$ cat config.mk
export PLATFORM = sky130hd
export DESIGN_NAME = mu0_io_bus
export DESIGN_NICKNAME = d
export VERILOG_FILES = /design/src/rtl/mu0_io_bus.sv
export SDC_FILE = /design/constraint.sdc
export NUM_CORES = 1
export LEC_CHECK = 0
export BUFFER_PORTS_ARGS = -buffer_cell sky130_fd_sc_hd__buf_2
export CORE_ASPECT_RATIO = 0.8
export CORE_UTILIZATION = 40
export CTS_CLUSTER_SIZE = 24
export DETAILED_ROUTE_END_ITERATION = 12
export SLEW_MARGIN = 20
export SYNTH_ARGS = -nofsm -noshare
export SYNTH_HDL_FRONTEND = slang
export SYNTH_SLANG_ARGS = --single-unit
$ cat constraint.sdc
create_clock -name Clk -period 2.25 [get_ports Clk]
set_clock_uncertainty 0.2 [all_clocks]
set_input_delay 0.1125 -clock Clk [delete_from_list [all_inputs] [get_ports Clk]]
set_output_delay 0.1125 -clock Clk [all_outputs]
set_load 0.1 [all_outputs]
$ cat src/rtl/mu0_io_bus.sv
// MU0 I/O bus: RAM/I-O address decode, a TX FIFO, a single-word RX holding
// register and a status register, with read data timed like the RAM.
module mu0_io_bus #(
    parameter logic [11:0] MEM_TOP  = 12'hEFF,
    parameter int          TX_DEPTH = 4
) (
    input  logic        Clk,
    input  logic        nReset,
    input  logic [11:0] Addr,
    input  logic        Wr,
    input  logic        Rd,
    input  logic [15:0] Din,
    output logic [15:0] Dout,
    output logic        Mem_Wr,
    output logic        Mem_Rd,
    input  logic [15:0] Mem_Data,
    output logic [15:0] Out_Data,
    output logic        Out_Valid,
    input  logic        Out_Ready,
    input  logic [15:0] In_Data,
    input  logic        In_Valid,
    output logic        In_Ready
);

    localparam int PW = (TX_DEPTH > 2) ? $clog2(TX_DEPTH) : 1;
    localparam int CW = PW + 1;

    localparam logic [11:0] ADDR_TX     = 12'hFF0;
    localparam logic [11:0] ADDR_STATUS = 12'hFF1;
    localparam logic [11:0] ADDR_RX     = 12'hFF2;

    logic [15:0]   tx_mem_q [TX_DEPTH];
    logic [15:0]   tx_mem_d [TX_DEPTH];
    logic [PW-1:0] tx_wr_ptr_q, tx_wr_ptr_d;
    logic [PW-1:0] tx_rd_ptr_q, tx_rd_ptr_d;
    logic [CW-1:0] tx_count_q, tx_count_d;
    logic          tx_ovf_q, tx_ovf_d;
    logic          rx_valid_q, rx_valid_d;
    logic [15:0]   rx_data_q, rx_data_d;
    logic          sel_io_q, sel_io_d;
    logic [15:0]   io_rdata_q, io_rdata_d;

    logic          in_ram_s;
    logic          tx_full_s;
    logic          tx_empty_s;
    logic          push_req_s;
    logic          push_s;
    logic          pop_s;
    logic          status_rd_s;
    logic          rx_rd_s;
    logic          rx_cap_s;
    logic [15:0]   status_s;

    // Address decode, status word and handshake outputs
    always_comb begin
        in_ram_s    = (Addr <= MEM_TOP);
        Mem_Wr      = in_ram_s ? Wr : 1'b0;
        Mem_Rd      = in_ram_s ? Rd : 1'b0;
        tx_full_s   = (tx_count_q == CW'(TX_DEPTH));
        tx_empty_s  = (tx_count_q == CW'(0));
        push_req_s  = Wr && !in_ram_s && (Addr == ADDR_TX);
        push_s      = push_req_s && !tx_full_s;
        pop_s       = Out_Valid && Out_Ready;
        status_rd_s = Rd && !in_ram_s && (Addr == ADDR_STATUS);
        rx_rd_s     = Rd && !in_ram_s && (Addr == ADDR_RX);
        rx_cap_s    = In_Valid && In_Ready;
        status_s    = {7'b0000000, 5'(tx_count_q), tx_ovf_q, rx_valid_q,
                       tx_empty_s, tx_full_s};
        Out_Valid   = !tx_empty_s;
        Out_Data    = tx_empty_s ? 16'h0000 : tx_mem_q[tx_rd_ptr_q];
        In_Ready    = !rx_valid_q;
        Dout        = sel_io_q ? io_rdata_q : Mem_Data;
    end

    // Next-state for the TX FIFO, overflow flag and RX holding register
    always_comb begin
        tx_mem_d    = tx_mem_q;
        tx_wr_ptr_d = tx_wr_ptr_q;
        tx_rd_ptr_d = tx_rd_ptr_q;
        tx_count_d  = tx_count_q;
        if (push_s) begin
            tx_mem_d[tx_wr_ptr_q] = Din;
            tx_wr_ptr_d           = tx_wr_ptr_q + PW'(1);
        end else begin
            tx_wr_ptr_d = tx_wr_ptr_q;
        end
        if (pop_s) begin
            tx_rd_ptr_d = tx_rd_ptr_q + PW'(1);
        end else begin
            tx_rd_ptr_d = tx_rd_ptr_q;
        end
        case ({push_s, pop_s})
            2'b10:   tx_count_d = tx_count_q + CW'(1);
            2'b01:   tx_count_d = tx_count_q - CW'(1);
            default: tx_count_d = tx_count_q;
        endcase

        // A fresh overflow wins over the clear from a same-edge status read
        if (push_req_s && tx_full_s) begin
            tx_ovf_d = 1'b1;
        end else if (status_rd_s) begin
            tx_ovf_d = 1'b0;
        end else begin
            tx_ovf_d = tx_ovf_q;
        end

        rx_data_d = rx_data_q;
        if (rx_cap_s) begin
            rx_valid_d = 1'b1;
            rx_data_d  = In_Data;
        end else if (rx_rd_s) begin
            rx_valid_d = 1'b0;
        end else begin
            rx_valid_d = rx_valid_q;
        end
    end

    // I/O read value decode, captured on the falling edge like RAM data
    always_comb begin
        if (in_ram_s) begin
            io_rdata_d = 16'h0000;
        end else begin
            case (Addr)
                ADDR_STATUS: io_rdata_d = status_s;
                ADDR_RX:     io_rdata_d = rx_data_q;
                default:     io_rdata_d = 16'h0000;
            endcase
        end
        if (Rd) begin
            sel_io_d = !in_ram_s;
        end else begin
            sel_io_d   = sel_io_q;
            io_rdata_d = io_rdata_q;
        end
    end

    // Rising-edge state: FIFO, flags and RX register
    always_ff @(posedge Clk or negedge nReset) begin
        if (!nReset) begin
            for (int i = 0; i < TX_DEPTH; i++) begin
                tx_mem_q[i] <= 16'h0000;
            end
            tx_wr_ptr_q <= '0;
            tx_rd_ptr_q <= '0;
            tx_count_q  <= '0;
            tx_ovf_q    <= 1'b0;
            rx_valid_q  <= 1'b0;
            rx_data_q   <= 16'h0000;
        end else begin
            tx_mem_q    <= tx_mem_d;
            tx_wr_ptr_q <= tx_wr_ptr_d;
            tx_rd_ptr_q <= tx_rd_ptr_d;
            tx_count_q  <= tx_count_d;
            tx_ovf_q    <= tx_ovf_d;
            rx_valid_q  <= rx_valid_d;
            rx_data_q   <= rx_data_d;
        end
    end

    // Falling-edge read-data capture
    always_ff @(negedge Clk or negedge nReset) begin
        if (!nReset) begin
            sel_io_q   <= 1'b0;
            io_rdata_q <= 16'h0000;
        end else begin
            sel_io_q   <= sel_io_d;
            io_rdata_q <= io_rdata_d;
        end
    end

endmodule

==> summary.txt <==
CP Max Fanout: 17
Synthesized instance count: 331
Slew Viols, Final: 0
Layout cells sized above 1: 57.7%
CTS tree: built
Outcome: finished with violations
Slowest cell on crit path: dfrtn_1
Remaining DRCs: 6
Total CTS buffers: 9
Sequential cell area fraction in the yosys report: 54.3%
Worst EP required: 1940 ps
H-tree depth: 3
Fin area: 0.00692 mm^2
Area Overhead vs Synth: 41.5%
RSZ-0062 raised after global routing: true
PD cells: 686 mW/mm^2
Critical path endpoint category: primary output
DIE HEIGHT: 101 um
Initial DRC Count: 105
Failing checks: design-rule violations, negative setup slack
Root Buffer: clkbuf_16
Most Frequent Cell on Critical Path: buf_12
Nets: 570
Initial Util: 41.8%
Filler Cell Count: 934
Vias: 3240
Clock Path Buffers: 2
Final setup violation count: 20
Via/cell ratio: 4.98
Placer Congestion: 0.734
Crit-path max cell delay: 440 ps
Global-route wire length before repair: 17.8 mm
GRT Util Overall: 18.2%
Post-DP HPWL: 7.42 mm
Yosys Warn Count: 0
Worst Hold Class: in -> async
Post-Syn Area: 0.00489 mm^2
Mapped Avg Cell Area: 14.8 um^2
Remaining antenna violation count: 0
Tightest Pin Transition: 817 ps
Worst-Skew Late Latency: 340 ps
Core footprint: 0.0117 mm^2
Grt ovf: 0
Max Cap Viol: 0
Antenna fix cells: 0
Initial antenna violation count: 0
Switching fraction of total power: 30.0%
Drt first pass iters: 8
Post-DP Area: 0.00609 mm^2
Flop pwr share: 43.1%
Combinational power share: 27.2%
WL per Instance: 16.2 um
Clk pwr share: 29.7%
Sw power: 1.43 mW
Leak Pwr: 3.44 nW
Headroom to the max-slew limit: 45.6%
Place WS: -365 ps
IO Pins: 102
Final setup margin: -660 ps
Vias in the first global route: 3427
Design Power: 4.75 mW
Hold slack: 44.9 ps
Reg clk slew, reported paths: 60 ps
Final wirelength: 10.6 mm
Die X: 126 um
Cell Count Post-Placement: 593
Worst path cell trace: buf_12 > mux2_4 > buf_12
Die ar.: 0.0127 mm^2
Clk sinks: 106
Crit path DAT: 2600 ps
Flops & latches, synth: 106
Row cnt: 35
Synth unique cells: 31
Largest net degree at the start of global routing: 68
Int Power: 3.32 mW
WS Path Type: reg -> out
Post-Syn Nets: 403
Non-Filler Instances: 651
Count of input and output buffers: 101
Peak supply drop: 0.465 mV
Final hold viol count: 0
Critical path launch point type: flop
[cell usage after synthesis, drive strengths merged]
| cell type | instances | area [um^2] |
|---|---|---|
| o21ai | 5 | 25.0 |
| o21bai | 1 | 7.51 |
| dfrtn | 17 | 425 |
| buf | 10 | 73.8 |
| nand2 | 4 | 15.0 |
| and3 | 2 | 12.5 |
| ha | 5 | 62.6 |
| mux4 | 16 | 360 |
| a221o | 5 | 50.1 |
| inv | 11 | 41.3 |
| mux2 | 97 | 1090 |
| nand4 | 3 | 18.8 |
| nor3b | 1 | 7.51 |
| xor2 | 3 | 26.3 |
| nor4 | 1 | 21.3 |
| nor3 | 1 | 5.00 |
| and3b | 1 | 8.76 |
| and2 | 19 | 121 |
| clkbuf | 9 | 33.8 |
| dfrtp | 89 | 2230 |
| a22o | 11 | 96.3 |
| nand3 | 6 | 50.1 |
| nor2b | 8 | 50.1 |
| nor2 | 2 | 7.51 |
| xnor2 | 3 | 26.3 |
| fa | 1 | 20.0 |
[what timing repair did]
item,in CTS,in global routing
pin swaps,2,6
resized for setup,19,30
setup buffers,1,5
endpoints found under the hold margin,104,0
hold buffers,36,0
setup endpoints to repair,38,44
[flip-flops by register name, summed over array words and instances (netlist names)]
| register | count |
|---|---|
| io_rdata_q | 16 |
| rx_data_q | 16 |
| rx_valid_q | 1 |
| sel_io_q | 1 |
| tx_count_q | 3 |
| tx_mem_q | 64 |
| tx_ovf_q | 1 |
| tx_rd_ptr_q | 2 |
| tx_wr_ptr_q | 2 |
[stage by stage]
stage | utilization (%) | setup TNS (ps)
after floorplan | - | -10800
after global routing | 59.1 | -11960
final | 59.1 | -10880
after CTS | 57.9 | -11070
after global placement | 52.1 | -9170
after detailed placement | 52.1 | -10220
[worst max-delay path: cells and delay by family (launching register included)]
family	cells	cell delay, ps
flops	1	440
buf+inv	2	360
mux	1	330
[layout by cell type, fill, tap and decap left out, drive strengths merged]
cell / n
buf: 139
mux2: 97
dfrtp: 89
dlygate4sd3: 36
and2: 19
dfrtn: 17
mux4: 16
inv: 12
a22o: 11
clkbuf: 11
nor2b: 8
nand3: 6
a221o: 5
ha: 5
o21ai: 5
nand2: 4
nand4: 3
xnor2: 3
xor2: 3
nor2: 2
clkinvlp: 2
clkinv: 2
and3: 2
nor3: 1
nor4: 1
nor3b: 1
and3b: 1
o21bai: 1
fa: 1
[final cells by class]
cell class | instances | area [um^2] | share of cell area, %
tap | 148 | 185 | 2.68
sequential | 106 | 2650 | 38.4
clock buffer | 11 | 233 | 3.37
clock inverter | 5 | 31.3 | 0.452
timing repair buffer | 175 | 1580 | 22.9
multi-input combinational | 195 | 2190 | 31.7
inverter | 11 | 41.3 | 0.597
[routing by layer]
metal	routed length [um]	vias to the layer above	global-route usage [%]
met5	0	-	0
met4	68	0	4.22
met3	325	6	4.03
met2	5120	57	30.3
met1	5060	1639	24.6
li1	-	1538	-
[final timing paths]
check | slack [ps] | to | depth (start not counted) | from
max | -660 | Dout[6] | 3 | sel_io_q
min | 40 | tx_wr_ptr_q[1] | 2 | nReset
max reg2reg | -120 | io_rdata_q[1] | 3 | tx_count_q[2]
min reg2reg | 260 | io_rdata_q[11] | 1 | io_rdata_q[11]
max in group asynchronous | 470 | io_rdata_q[11] | 2 | nReset
min in group Clk | 100 | tx_ovf_q | 3 | Rd
[kinds of logic (layout without fill, tap and decap cells)]
group                    count (synthesis)  after routing  share of synthesized area, %
flip-flops                             106            106                          54.3
AO/OA/AOI/OAI                           22             22                          3.66
AND/OR/NAND/NOR                         48             48                          6.50
adder cells (fa/ha/maj)                  6              6                          1.69
buffers and inverters                   30            202                          3.05
multiplexers                           113            113                          29.7
XOR/XNOR                                 6              6                          1.08
[power groups by stage]
stage	logic [mW]	clock network, mW	registers [mW]
3_5_place_dp	1.16	0	2.06
6_report	1.29	1.41	2.05
3_3_place_gp	1.14	0	2.06
2_1_floorplan	0.709	0	2.05
5_1_grt	1.39	1.53	2.05
4_1_cts	1.23	1.44	2.04
No activity file was read; power rests on OpenSTA's default activity.
